$ cat config.mk
export PLATFORM = sky130hd
export DESIGN_NAME = aesl_axis_stall_detector
export DESIGN_NICKNAME = d
export VERILOG_FILES = /design/src/rtl/aesl_monitor_pkg.sv /design/src/rtl/aesl_axis_stall_chan.sv /design/src/rtl/aesl_axis_stall_detector.sv
export SDC_FILE = /design/constraint.sdc
export NUM_CORES = 1
export LEC_CHECK = 0
export ABC_AREA = 1
export BUFFER_PORTS_ARGS = -buffer_cell sky130_fd_sc_hd__buf_2
export CAP_MARGIN = 0
export CORE_MARGIN = 4
export CORE_UTILIZATION = 30
export CTS_BUF_LIST = sky130_fd_sc_hd__clkbuf_16
export CTS_CLUSTER_SIZE = 16
export DETAILED_ROUTE_END_ITERATION = 8
export HOLD_SLACK_MARGIN = 0.03
export PLACE_DENSITY = 0.56
export SETUP_SLACK_MARGIN = 0.1
export SYNTH_ARGS = -nofsm -noshare
export SYNTH_HDL_FRONTEND = slang
export SYNTH_SLANG_ARGS = --single-unit
$ cat constraint.sdc
create_clock -name clock -period 1.8 [get_ports clock]
set_clock_uncertainty 0.1 [all_clocks]
set_input_delay 0 -clock clock [delete_from_list [all_inputs] [get_ports clock]]
set_output_delay 0 -clock clock [all_outputs]
set_load 0.005 [all_outputs]
$ cat src/rtl/aesl_monitor_pkg.sv
// Shared types for the cosim deadlock-monitor feeders: channel FSM states
// and the width of the block event counter.
package aesl_monitor_pkg;

  localparam int EVT_W = 16;

  typedef enum logic [1:0] {
    ST_IDLE    = 2'd0,
    ST_COUNT   = 2'd1,
    ST_BLOCKED = 2'd2
  } chan_state_e;

endpackage

$ cat src/rtl/aesl_axis_stall_chan.sv
// One AXI-Stream channel's stall detector: counts consecutive one-sided
// handshake cycles and latches BLOCKED until a real transfer happens.
module aesl_axis_stall_chan
  import aesl_monitor_pkg::*;
#(
  parameter int CNT_W        = 16,
  parameter int STALL_THRESH = 1024
) (
  input  logic clock,
  input  logic reset_n,
  input  logic monitor_en,
  input  logic tvalid,
  input  logic tready,
  output logic blocked,
  output logic enter_blocked
);

  localparam logic [CNT_W-1:0] THRESH_C = CNT_W'(STALL_THRESH);
  localparam logic [CNT_W-1:0] LAST_C   = CNT_W'(STALL_THRESH - 1);

  chan_state_e      state, state_nxt;
  logic [CNT_W-1:0] cnt, cnt_nxt;
  logic             is_xfer, is_wait;

  assign is_xfer = tvalid & tready;
  assign is_wait = tvalid ^ tready;

  // NOTE: every output of this block is assigned a default first so no path leaves it unassigned, which would infer a latch.
  always_comb begin
    state_nxt = state;
    cnt_nxt   = cnt;
    if (!monitor_en) begin
      state_nxt = ST_IDLE;
      cnt_nxt   = '0;
    end else begin
      unique case (state)
        ST_IDLE: begin
          if (is_wait) begin
            if (STALL_THRESH == 1) begin
              state_nxt = ST_BLOCKED;
              cnt_nxt   = THRESH_C;
            end else begin
              state_nxt = ST_COUNT;
              cnt_nxt   = CNT_W'(1);
            end
          end else begin
            cnt_nxt = '0;
          end
        end
        ST_COUNT: begin
          if (!is_wait) begin
            state_nxt = ST_IDLE;
            cnt_nxt   = '0;
          end else if (cnt == LAST_C) begin
            state_nxt = ST_BLOCKED;
            cnt_nxt   = THRESH_C;
          end else begin
            cnt_nxt = cnt + CNT_W'(1);
          end
        end
        ST_BLOCKED: begin
          // A side withdrawing its request is not evidence the stall resolved.
          if (is_xfer) begin
            state_nxt = ST_IDLE;
            cnt_nxt   = '0;
          end
        end
        default: begin
          state_nxt = ST_IDLE;
          cnt_nxt   = '0;
        end
      endcase
    end
  end

  // NOTE: sequential state uses non-blocking assignments so every register samples pre-edge values.
  always_ff @(posedge clock or negedge reset_n) begin
    if (!reset_n) begin
      state <= ST_IDLE;
      cnt   <= '0;
    end else begin
      state <= state_nxt;
      cnt   <= cnt_nxt;
    end
  end

  assign blocked       = (state == ST_BLOCKED);
  assign enter_blocked = (state_nxt == ST_BLOCKED) && (state != ST_BLOCKED);

endmodule

$ cat src/rtl/aesl_axis_stall_detector.sv
// Per-channel AXIS stall flags for the cosim deadlock monitor, plus a
// saturating count of cycles in which any channel newly became blocked.
module aesl_axis_stall_detector
  import aesl_monitor_pkg::*;
#(
  parameter int NUM_CH       = 1,
  parameter int CNT_W        = 16,
  parameter int STALL_THRESH = 1024
) (
  input  logic              clock,
  input  logic              reset_n,
  input  logic              monitor_en,
  input  logic [NUM_CH-1:0] ch_tvalid,
  input  logic [NUM_CH-1:0] ch_tready,
  output logic [NUM_CH-1:0] axis_block_sigs,
  output logic              any_block,
  output logic [EVT_W-1:0]  block_events
);

  logic [NUM_CH-1:0] enter_vec;

  for (genvar i = 0; i < NUM_CH; i++) begin : g_chan
    aesl_axis_stall_chan #(
      .CNT_W        (CNT_W),
      .STALL_THRESH (STALL_THRESH)
    ) u_chan (
      .clock         (clock),
      .reset_n       (reset_n),
      .monitor_en    (monitor_en),
      .tvalid        (ch_tvalid[i]),
      .tready        (ch_tready[i]),
      .blocked       (axis_block_sigs[i]),
      .enter_blocked (enter_vec[i])
    );
  end

  assign any_block = |axis_block_sigs;

  // Simultaneous entries count as one event; the count sticks at all-ones.
  always_ff @(posedge clock or negedge reset_n) begin
    if (!reset_n) begin
      block_events <= '0;
    end else if ((|enter_vec) && (block_events != {EVT_W{1'b1}})) begin
      block_events <= block_events + EVT_W'(1);
    end
  end

endmodule
Word-level counts from Yosys, hierarchy flattened:

Cells that the tools add are included.

* equal/unequal tests: 7
* $add $sub $neg: 2
* reductions and logical operators: 3
* mux-type cells: 12
* bitwise operators: 2

Operator list (count)
* 16-bit 2-to-1 mux: 4
* 16-bit one-hot mux with 3 select lines: 1
* 16-bit by 1-bit adder with 16-bit output (second input constant): 2
* 16-bit by 10-bit equality test with 1-bit output (second input constant): 1
* 16-bit inequality test (second input constant): 1
* 2-bit 2-to-1 mux: 5
* 2-bit one-hot mux with 3 select lines: 1
* 2-bit equality test (second input constant): 2
* 3-bit by 2-bit inequality test with 1-bit output (second input constant): 1
* 2-bit by 1-bit equality test with 1-bit output (second input constant): 1
* 1-bit logical AND: 2
* 2-bit logical NOT: 1
* 2-bit inequality test (second input constant): 1
* 1-bit bitwise AND: 1
* 1-bit 2-to-1 mux: 1
* 1-bit XOR: 1

* bits of input ports: 5
* register bits after elaboration: 34
* logic and storage cells: 29

Depth between registers and ports, before layout:

Gate-level depths: netlist (run 1).

* depth in word-level cells: 8
* gate-level depth with buffers: 11

By module:

From an unflattened synthesis (run 1), not the netlist that was laid out.

* cell total of the unflattened synthesis: 315
* area total of the unflattened synthesis: 2277.2 um2

Modules (own cells, without submodules)
* aesl_axis_stall_chan: instances 1, cells an instance 165, area each 1211.2 um2
* aesl_axis_stall_detector: instances 1, cells an instance 150, area each 1066.0 um2

Worst setup path after synthesis (run 1):

No wires, ideal clock.

* path kind: register to register
* from: reg block_events[0]
* to: reg block_events[6]
* library setup time: 0.121 ns
* cell stages (with the launch flop): 10
* data arrival time: 1.526 ns
* data required time: 1.579 ns
* slack: 0.053 ns
* path through: dfrtp_1 ha_1 inv_1 nor2_1 nand2_1 nor3b_4 nor2_4 buf_6 nand2_1 nand2_1

* longest elaborated chain between the ends: 2

Ends and longest elaborated chain
* start, declared: RTL line aesl_axis_stall_detector.sv:17 `output logic [EVT_W-1:0] block_events`
* start signal, assigned: RTL line aesl_axis_stall_detector.sv:44 `block_events <= block_events + EVT_W'(1);`
* branches (longest 2 deep; another with 16-bit by 1-bit adder with 16-bit output)

Parallel ways; which one is timed is not known.
A chain may end at the register's enable or synchronous reset.

Final worst setup path (run 1):

* from: reg g_chan[0].u_chan.cnt[0]
* to: reg block_events[11]

* longest elaborated chain between the ends: 8

Ends and longest elaborated chain
* start, declared: RTL line aesl_axis_stall_chan.sv:22 `logic [CNT_W-1:0] cnt, cnt_nxt;`
* start signal, assigned: RTL line aesl_axis_stall_chan.sv:83 `cnt <= cnt_nxt;`
* 16-bit by 10-bit equality test with 1-bit output: RTL line aesl_axis_stall_chan.sv:54 `end else if (cnt == LAST_C) begin`
* 2-bit 2-to-1 mux: RTL line aesl_axis_stall_chan.sv:54
* 2-bit 2-to-1 mux: RTL line aesl_axis_stall_chan.sv:51 `if (!is_wait) begin`
* 2-bit one-hot mux with 3 select lines: RTL line aesl_axis_stall_chan.sv:36 `unique case (state)`
* 2-bit 2-to-1 mux: RTL line aesl_axis_stall_chan.sv:32 `if (!monitor_en) begin`
* 2-bit equality test: RTL line aesl_axis_stall_chan.sv:88 `assign enter_blocked = (state_nxt == ST_BLOCKED) && (state != ST_BLOCKED);`
* 1-bit logical AND: RTL line aesl_axis_stall_chan.sv:88
* 1-bit logical AND: RTL line aesl_axis_stall_detector.sv:43 `end else if ((|enter_vec) && (block_events != {EVT_W{1'b1}})) begin`

Every way passes these cells.

==> impl_metrics.csv, run 1 <==
group,metric,value,unit
setup_path,endpoint_kind,"register",
route,ant_nets,0,
setup_path,crit_start,"g_chan[0].u_chan.cnt[0]$_DFFE_PN0P_",
clock_network,cts_tree,"yes",
power_and_ir_drop,net-switching-power,0.343,mW
floorplan,die-area,8540,µm²
route,vias_per_cell,4.39,
layout,finish.utilization,0.411,
floorplan,die_h,92.4,µm
route,drc,0,
grt,antenna_found_initial,0,
setup_path,worstPathArrival,1750,ps
power_and_ir_drop,ir_worst_vdd,0.000268,V
yosys,ys_types,33,
power_and_ir_drop,clockPowerShare,0.490,
placed_design,dp_hpwl,3610,µm
yosys,synth_top_area_share,0.398,
placed_design,gp_congestion,0.810,
sta,maxSlewViolCount,0,
clock_network,root_buffer,"clkbuf_16",
yosys,yosysTopAreaCell,"dfrtp_1",
power_and_ir_drop,power.total,1.62,mW
placed_design,dpl_cell_area,2510,µm²
setup_path,cp-start-kind,"register",
power_and_ir_drop,pwr-share-seq,0.475,
yosys,syn_inst,277,
yosys,syn_area,2140,µm²
floorplan,fp-row-count,30,
sta,rsz0062_at_grt,"true",
clock_network,cts_buffers,5,
route,firstDrtPassIters,4,
yosys,yosysSeqAreaShare,0.398,
floorplan,die_x,92.4,µm
yosys,synthTopCellsByArea,"dfrtp_1, nand2_1, xor2_1",
clock_network,htreeDepth,2,
setup_path,r2r_cells,9,
floorplan,initial_core_util,0.311,
layout,multi_input_area,1160,µm²
route,via_count,1891,
setup_path,r2r-start,"g_chan[0].u_chan.cnt[0]$_DFFE_PN0P_",
worst_hold_path,hold_class,"in -> reg",
layout,layout_commonest_cell,"nand2_1",
power_and_ir_drop,power_frac_comb,0.035,
yosys,syn_nets,285,
power_and_ir_drop,power.leakage,1.42,nW
placed_design,dp.cells,413,
setup_path,timing.rr.end,"block_events[11]$_DFFE_PN0P_",
clock_network,clkTransAtPathRegs,50,ps
setup_path,crit_fanout,5,
yosys,syn_avg_cell_area,7.72,µm²
sta,hold_viol_final,0,
placed_design,preCtsSetupSlack,-12.7,ps
run_status,status,"completed",
route,routed_wl,5090,µm
floorplan,coreArea,6870,µm²
layout,drive_gt1_frac,0.248,
job,maxCapViolations,0,
clock_network,numClockSinks,34,
layout,antenna_cells,0,
placed_design,portBuffers,22,
grt,overflow,0,
route,drtIter0Drc,99,
layout,ff_latch_area,851,µm²
grt,grt_pass1_wl,8760,µm
sta,max_freq,591,MHz
sta,whs,141,ps
grt,track_usage,0.126,
sta,setup_violations,0,
layout,final_cell_count_no_fill,431,
yosys,yosys_warnings,0,
grt,grt_pass1_vias,1877,
clock_network,clockBufferDepth,2,
sta,worst_slew_pin_slew,816,ps
floorplan,io_pins,23,
layout,final_area,2820,µm²
sta,setup_slack,108,ps
sta,finalCriticalPeriod,1690,ps
layout,n_fill_cell,669,
yosys,ys_ff_latch,34,
power_and_ir_drop,swShare,0.212,
power_and_ir_drop,p_int,1.28,mW
route,post_drt_wl_per_cell,11.8,µm
setup_path,timing.critical_path.required,1860,ps
grt,grt_max_degree,35,
power_and_ir_drop,p_per_area,575,nW/µm²
layout,nets,343,
layout,layout_common_cells,"nand2_1, inv_1, dfrtp_1",
setup_path,r2r_setup_slack,110,ps
sta,final.period_utilization,0.940,
sta,fin_setup_tns,0,ps
layout,syn_to_final_growth,31.9,%
setup_path,cp-endpoint,"block_events[11]$_DFFE_PN0P_",
setup_path,setup.worst_path.class,"reg -> reg",
sta,relSlewSlack,0.456,
clock_network,insertion_delay,270,ps
cell families (layout without fill, tap and decap cells):
logic type,after synthesis,count (layout),synth area share
compound gates,32,32,0.0983
xor+xnor,21,21,0.0860
fa+ha+maj,3,3,0.0176
buf+inv,47,105,0.0907
flops,34,34,0.398
simple gates,140,140,0.310
layout make-up:
cell class                      count  area share
Clock buffer                        5      0.0443
Clock inverter                      2     0.00266
Inverter                           42      0.0559
Multi-Input combinational cell    196       0.412
Sequential cell                    34       0.302
Tap cell                           96      0.0426
Timing Repair Buffer               56       0.141
layer usage:
layer  GRT usage  vias to the layer above  wire length, µm
met5           0                        -                0
met2       0.192                       33             2310
met3      0.0268                        5              168
met1       0.174                      864             2550
met4      0.0495                        0               70
li1            -                      989                -
state kept, by name, indices dropped and copies added (netlist names):
register and flops:
g_chan.u_chan.cnt 16, g_chan.u_chan.state 2, block_events 16
power by group through the flow:
stage / sequential, mW / clock (mW) / combinational (mW)
after floorplan: 0.785 / 0 / 0.0191
after global routing: 0.772 / 0.849 / 0.0667
final: 0.772 / 0.795 / 0.0564
after CTS: 0.771 / 0.814 / 0.0553
after global placement: 0.785 / 0 / 0.0506
after detailed placement: 0.785 / 0 / 0.0510
Yosys cell counts:
| library cell | count |
|---|---|
| a21oi_1 | 2 |
| a21oi_2 | 1 |
| a31oi_1 | 3 |
| buf_2 | 2 |
| buf_4 | 2 |
| buf_6 | 1 |
| clkinv_1 | 1 |
| dfrtp_1 | 34 |
| ha_1 | 3 |
| inv_1 | 40 |
| inv_2 | 1 |
| nand2_1 | 72 |
| nand2_2 | 1 |
| nand2_4 | 1 |
| nand3_1 | 10 |
| nand3_2 | 1 |
| nand3b_1 | 1 |
| nand4_1 | 3 |
| nand4_4 | 1 |
| nor2_1 | 30 |
| nor2_2 | 1 |
| nor2_4 | 2 |
| nor2_8 | 1 |
| nor3_1 | 11 |
| nor3_2 | 1 |
| nor3b_1 | 2 |
| nor3b_4 | 1 |
| nor4_1 | 1 |
| o21ai_0 | 8 |
| o21bai_1 | 16 |
| o22ai_1 | 2 |
| xnor2_1 | 1 |
| xor2_1 | 20 |
what timing repair did:
item,CTS,global route
cloned,0,1
endpoints found under the setup margin,24,25
pin swaps,6,7
setup buffers,5,3
hold buffers,2,0
gates resized for setup,7,14
endpoints found under the hold margin,35,0
critical path, cell delays in order, from the launching register on:
cell and delay [ps]:
dfrtp_1 350, ha_2 210, nand3_4 100, nor2_8 100
nand2_2 70, nor2_4 120, nand4_4 140, buf_4 200
o21bai_1 130, nand2_1 70
worst min path at each step:
stage	from	endpoint	slack [ps]	depth (start not counted)
6_report	ch_tready	g_chan[0].u_chan.state[1]$_DFF_PN0_	140	5
5_1_grt	ch_tready	g_chan[0].u_chan.state[1]$_DFF_PN0_	180	5
4_1_cts	ch_tready	g_chan[0].u_chan.state[1]$_DFF_PN0_	100	5
3_5_place_dp	reset_n	g_chan[0].u_chan.cnt[7]$_DFFE_PN0P_	50	1
3_3_place_gp	reset_n	g_chan[0].u_chan.cnt[6]$_DFFE_PN0P_	40	1
2_1_floorplan	reset_n	block_events[0]$_DFFE_PN0P_	-400	0
Power figures use the tool's default switching activity.
==> run 2, diff against run 1 <==
--- a/config.mk
+++ b/config.mk
@@ -10,7 +10,7 @@
 export CAP_MARGIN = 0
 export CORE_MARGIN = 4
 export CORE_UTILIZATION = 30
-export CTS_BUF_LIST = sky130_fd_sc_hd__clkbuf_16
+export CTS_BUF_LIST = sky130_fd_sc_hd__clkbuf_4 sky130_fd_sc_hd__clkbuf_8
 export CTS_CLUSTER_SIZE = 16
 export DETAILED_ROUTE_END_ITERATION = 8
 export HOLD_SLACK_MARGIN = 0.03
==> constraint.sdc (replaced) <==
create_clock -name clock -period 1.8 [get_ports clock]
set_clock_uncertainty 0.1 [all_clocks]
set_input_delay 0 -clock clock [delete_from_list [all_inputs] [get_ports clock]]
set_output_delay 0 -clock clock [all_outputs]
set_load 0.05 [all_outputs]
==> run 2 against run 1 <==
  * Sequential share of layout area grew 0.14 points
  * Sequential cell count is the same
  * Hold slack lost 48 ps
  * Via count grew 1.6%
  * First-iteration DRC count shrank 17%
  * Critical path type unchanged
  * Global-route usage shrank 0.17 points
  * Combinational power grew 6.6%
  * Critical path depth is the same
==> impl_metrics.csv, run 2 (same netlist as run 1, synthesis figures left out) <==
group,metric,value,unit
run_status,status,"completed",
placed_design,dp_hpwl,3740,µm
job,maxCapViolations,0,
clock_network,cts_tree,"yes",
setup_path,setup.worst_path.class,"reg -> reg",
worst_hold_path,hold_class,"in -> reg",
layout,layout_commonest_cell,"nand2_1",
grt,overflow,0,
setup_path,endpoint_kind,"register",
layout,largest_registers,"block_events (16), g_chan.u_chan.cnt (16), g_chan.u_chan.state (2)",
grt,grt_max_degree,25,
floorplan,coreArea,6870,µm²
clock_network,clkTransAtPathRegs,70,ps
worst_hold_path,hold_end,"g_chan[0].u_chan.state[1]$_DFF_PN0_",
clock_network,htreeDepth,2,
floorplan,initial_core_util,0.311,
sta,relSlewSlack,0.621,
route,drtIter0Drc,82,
clock_network,cts_buffers,5,
route,drc,0,
grt,track_usage,0.124,
worst_hold_path,worstHoldStart,"ch_tready",
route,vias_per_cell,4.45,
power_and_ir_drop,ir_worst_vdd,0.000236,V
layout,final_area,2850,µm²
clock_network,root_buffer,"clkbuf_8",
sta,finalCriticalPeriod,1690,ps
floorplan,fp-row-count,30,
power_and_ir_drop,power.leakage,1.46,nW
placed_design,dpl_cell_area,2510,µm²
sta,worst_slew_pin_slew,569,ps
setup_path,crit_start,"g_chan[0].u_chan.cnt[0]$_DFFE_PN0P_",
grt,grt_pass1_wl,8630,µm
sta,maxSlewViolCount,0,
floorplan,io_pins,23,
placed_design,portBuffers,22,
setup_path,r2r_setup_slack,110,ps
grt,antenna_found_initial,0,
power_and_ir_drop,p_per_area,501,nW/µm²
route,post_drt_wl_per_cell,11.8,µm
sta,rsz0062_at_grt,"true",
worst_hold_path,min_path_cells,5,
setup_path,cp-start-kind,"register",
placed_design,gp_congestion,0.780,
floorplan,die_x,92.4,µm
route,routed_wl,5120,µm
layout,antenna_cells,0,
setup_path,worstPathArrival,1760,ps
sta,hold_viol_final,0,
sta,fin_setup_tns,0,ps
power_and_ir_drop,power.total,1.43,mW
floorplan,die_h,92.4,µm
layout,layout_common_cells,"nand2_1, inv_1, buf_4",
route,ant_nets,0,
layout,nets,343,
setup_path,r2r-start,"g_chan[0].u_chan.cnt[0]$_DFFE_PN0P_",
layout,n_fill_cell,713,
clock_network,clockBufferDepth,2,
sta,whs,93.0,ps
sta,final.period_utilization,0.939,
setup_path,timing.rr.end,"block_events[9]$_DFFE_PN0P_",
floorplan,die-area,8540,µm²
setup_path,crit_fanout,15,
setup_path,timing.critical_path.required,1870,ps
setup_path,r2r_cells,9,
clock_network,insertion_delay,280,ps
layout,drive_gt1_frac,0.310,
sta,setup_violations,0,
route,firstDrtPassIters,4,
clock_network,numClockSinks,34,
sta,max_freq,592,MHz
grt,grt_pass1_vias,1828,
layout,syn_to_final_growth,33.5,%
route,via_count,1922,
-- run 2: final cells by class --
cell class              instances  area, µm²  share of cell area
well taps                      96        120              0.0421
inverters                      42        158              0.0552
clock buffers                   8       91.3              0.0320
repair buffers                 56        399               0.140
flip-flops and latches         34        865               0.303
multi-input cells             196       1220               0.428
-- run 2: routing by layer --
| layer | GRT usage | share of wire |
|---|---|---|
| met5 | 0 | 0 |
| met2 | 0.190 | 0.46 |
| met1 | 0.172 | 0.49 |
| met3 | 0.0284 | 0.040 |
| met4 | 0.0408 | 0.012 |
-- run 2: per-stage QoR --
step | cells | utilization | worst slack (ps)
after floorplan | 277 | - | -29.1
after global placement | 409 | 0.366 | 42.7
after detailed placement | 409 | 0.366 | -25.1
after CTS | 421 | 0.391 | 77.6
after global routing | 432 | 0.415 | 9.84
final | 432 | 0.415 | 110
-- run 2: power by group --
part / leakage [nW] / internal, mW / switching, mW
Clock: 0.0498 / 0.320 / 0.277
Sequential: 0.386 / 0.767 / 0.00477
Combinational: 1.02 / 0.0198 / 0.0403
-- run 2: how the worst max path moves through the flow --
stage                              endpoint  cells after the start
2_1_floorplan   block_events[6]$_DFFE_PN0P_                      9
3_3_place_gp    block_events[4]$_DFFE_PN0P_                      9
3_5_place_dp    block_events[9]$_DFFE_PN0P_                      9
6_report        block_events[9]$_DFFE_PN0P_                      9
4_1_cts         block_events[9]$_DFFE_PN0P_                      9
5_1_grt        block_events[12]$_DFFE_PN0P_                     10
-- run 2: what timing repair did --
item / in CTS / in global routing
setup buffers: 2 / 11
hold buffers: 2 / 0
hold endpoints to repair: 23 / 0
setup endpoints to repair: 24 / 25
gates resized for setup: 6 / 21
pin swaps: 2 / 5
-- run 2: critical path, stage by stage (launching register included) --
cell and delay, ps:
dfrtp_1 400, ha_4 170, nand3_4 90, nor2_8 120, nand2_4 60, nor2_4 140
nand4_4 120, buf_12 180, o21bai_1 140, nand2_1 70
==> run 3, diff against run 2 <==
--- a/config.mk
+++ b/config.mk
@@ -14,7 +14,7 @@
 export CTS_CLUSTER_SIZE = 16
 export DETAILED_ROUTE_END_ITERATION = 8
 export HOLD_SLACK_MARGIN = 0.03
-export PLACE_DENSITY = 0.56
+export PLACE_DENSITY = 0.52
 export SETUP_SLACK_MARGIN = 0.1
 export SYNTH_ARGS = -nofsm -noshare
 export SYNTH_HDL_FRONTEND = slang
==> run 3 against run 2 <==
  * Critical endpoint is now block_events[5]$_DFFE_PN0P_
  * Critical path type unchanged
  * Via count is 1.9% higher
  * Clock power is 3% higher
  * Fmax is 0.52% higher
==> impl_metrics.csv, run 3 (same netlist as run 1, synthesis figures left out) <==
group,metric,value,unit
run_status,status,"completed",
floorplan,io_pins,23,
route,vias_per_cell,4.50,
layout,nets,346,
sta,final.period_utilization,0.934,
setup_path,timing.critical_path.required,1880,ps
clock_network,clkTransAtPathRegs,70,ps
setup_path,timing.rr.end,"block_events[5]$_DFFE_PN0P_",
floorplan,die_h,92.4,µm
floorplan,initial_core_util,0.311,
setup_path,cp-start-kind,"register",
setup_path,worstPathArrival,1760,ps
sta,rsz0062_at_grt,"true",
floorplan,die_x,92.4,µm
setup_path,crit_fanout,7,
placed_design,portBuffers,22,
setup_path,slowest_delay,390,ps
clock_network,clockBufferDepth,2,
setup_path,cp_num_buf_inv,1,
layout,drive_gt1_frac,0.319,
worst_hold_path,hold_class,"in -> async",
floorplan,coreArea,6870,µm²
clock_network,cts_tree,"yes",
layout,antenna_cells,0,
sta,relSlewSlack,0.784,
setup_path,crit_start,"g_chan[0].u_chan.cnt[0]$_DFFE_PN0P_",
route,firstDrtPassIters,4,
sta,max_freq,595,MHz
grt,grt_pass1_vias,1923,
route,drc,0,
clock_network,numClockSinks,34,
power_and_ir_drop,ir_worst_vdd,0.000290,V
placed_design,dpl_cell_area,2540,µm²
placed_design,gp_congestion,0.790,
sta,whs,38.8,ps
layout,syn_to_final_growth,34.8,%
floorplan,die-area,8540,µm²
route,via_count,1959,
setup_path,cp_slowest_cell,"dfrtp_1",
route,post_drt_wl_per_cell,12.1,µm
sta,setup_violations,0,
power_and_ir_drop,p_per_area,503,nW/µm²
setup_path,endpoint_kind,"register",
job,maxCapViolations,0,
grt,grt_pass1_wl,9080,µm
clock_network,htreeDepth,2,
sta,maxSlewViolCount,0,
grt,overflow,0,
clock_network,cts_buffers,5,
route,routed_wl,5250,µm
clock_network,insertion_delay,280,ps
route,drtIter0Drc,91,
setup_path,r2r_setup_slack,120,ps
grt,grt_max_degree,15,
placed_design,dp_hpwl,3870,µm
grt,antenna_found_initial,0,
sta,finalCriticalPeriod,1680,ps
setup_path,crit_family,"simple AND/OR/NAND/NOR gates",
layout,layout_common_cells,"nand2_1, inv_1, buf_4",
setup_path,r2r_cells,9,
layout,largest_registers,"block_events (16), g_chan.u_chan.cnt (16), g_chan.u_chan.state (2)",
power_and_ir_drop,power.leakage,1.43,nW
sta,worst_slew_pin_slew,324,ps
route,ant_nets,0,
floorplan,fp-row-count,30,
setup_path,r2r-start,"g_chan[0].u_chan.cnt[0]$_DFFE_PN0P_",
grt,track_usage,0.131,
layout,layout_commonest_cell,"nand2_1",
clock_network,root_buffer,"clkbuf_8",
sta,hold_viol_final,0,
layout,final_area,2880,µm²
setup_path,crit_path_cell_trace,"ha_4 -> nand3_4 -> nor2_8 -> nand2_4 -> nor2_4 -> nand4_4 -> clkbuf_16 -> o21bai_1 -> nand2_1",
layout,n_fill_cell,718,
setup_path,setup.worst_path.class,"reg -> reg",
run 3: routing by layer:
layer / global-route usage / routed length, µm / vias up / part of all wire
li1: - / - / 999 / -
met1: 0.186 / 2700 / 924 / 0.52
met2: 0.203 / 2300 / 32 / 0.44
met3: 0.0211 / 183 / 4 / 0.035
met4: 0.0408 / 55 / 0 / 0.010
met5: 0 / 0 / - / 0
run 3: final cells by class:
class	count	area, µm²	area share
clock buffers	7	90.1	0.0313
clock inverters	1	5.00	0.00174
inverters	42	158	0.0547
multi-input cells	196	1210	0.422
flip-flops and latches	34	865	0.300
well taps	96	120	0.0417
repair buffers	59	429	0.149
run 3: what timing repair did:
| action | in CTS | in global routing |
|---|---|---|
| pin swaps | 3 | 14 |
| resized for setup | 8 | 23 |
| buffers inserted | 7 | 4 |
| cloned | 1 | 0 |
| hold buffers | 2 | 0 |
| hold endpoints to repair | 35 | 0 |
| endpoints found under the setup margin | 25 | 28 |
run 3: worst max path at each step:
stage                                                endpoint  cells after the start
after floorplan                   block_events[6]$_DFFE_PN0P_                      9
after global placement            block_events[4]$_DFFE_PN0P_                      9
after detailed placement  g_chan[0].u_chan.cnt[7]$_DFFE_PN0P_                      6
after CTS                         block_events[6]$_DFFE_PN0P_                      9
after global routing              block_events[0]$_DFFE_PN0P_                     10
final                             block_events[5]$_DFFE_PN0P_                      9
run 3: report_power, final:
part	leakage [nW]	switching [mW]	total (mW)	internal [mW]
Clock	0.0517	0.292	0.616	0.324
Sequential	0.386	0.00474	0.772	0.767
Combinational	0.993	0.0408	0.0608	0.0200
Total	1.43	0.337	1.45	1.11
run 3: per-stage QoR:
step / setup TNS [ps] / worst slack [ps] / instances / utilization / total power [mW]
6_report: 0 / 119 / 435 / 0.419 / 1.45
5_1_grt: -46.4 / -23.9 / 435 / 0.419 / 1.51
4_1_cts: 0 / 97.7 / 431 / 0.402 / 1.47
3_5_place_dp: -38.8 / -9.63 / 413 / 0.370 / 0.843
3_3_place_gp: 0 / 23.3 / 413 / 0.370 / 0.842
2_1_floorplan: -327 / -29.1 / 277 / - / 0.805
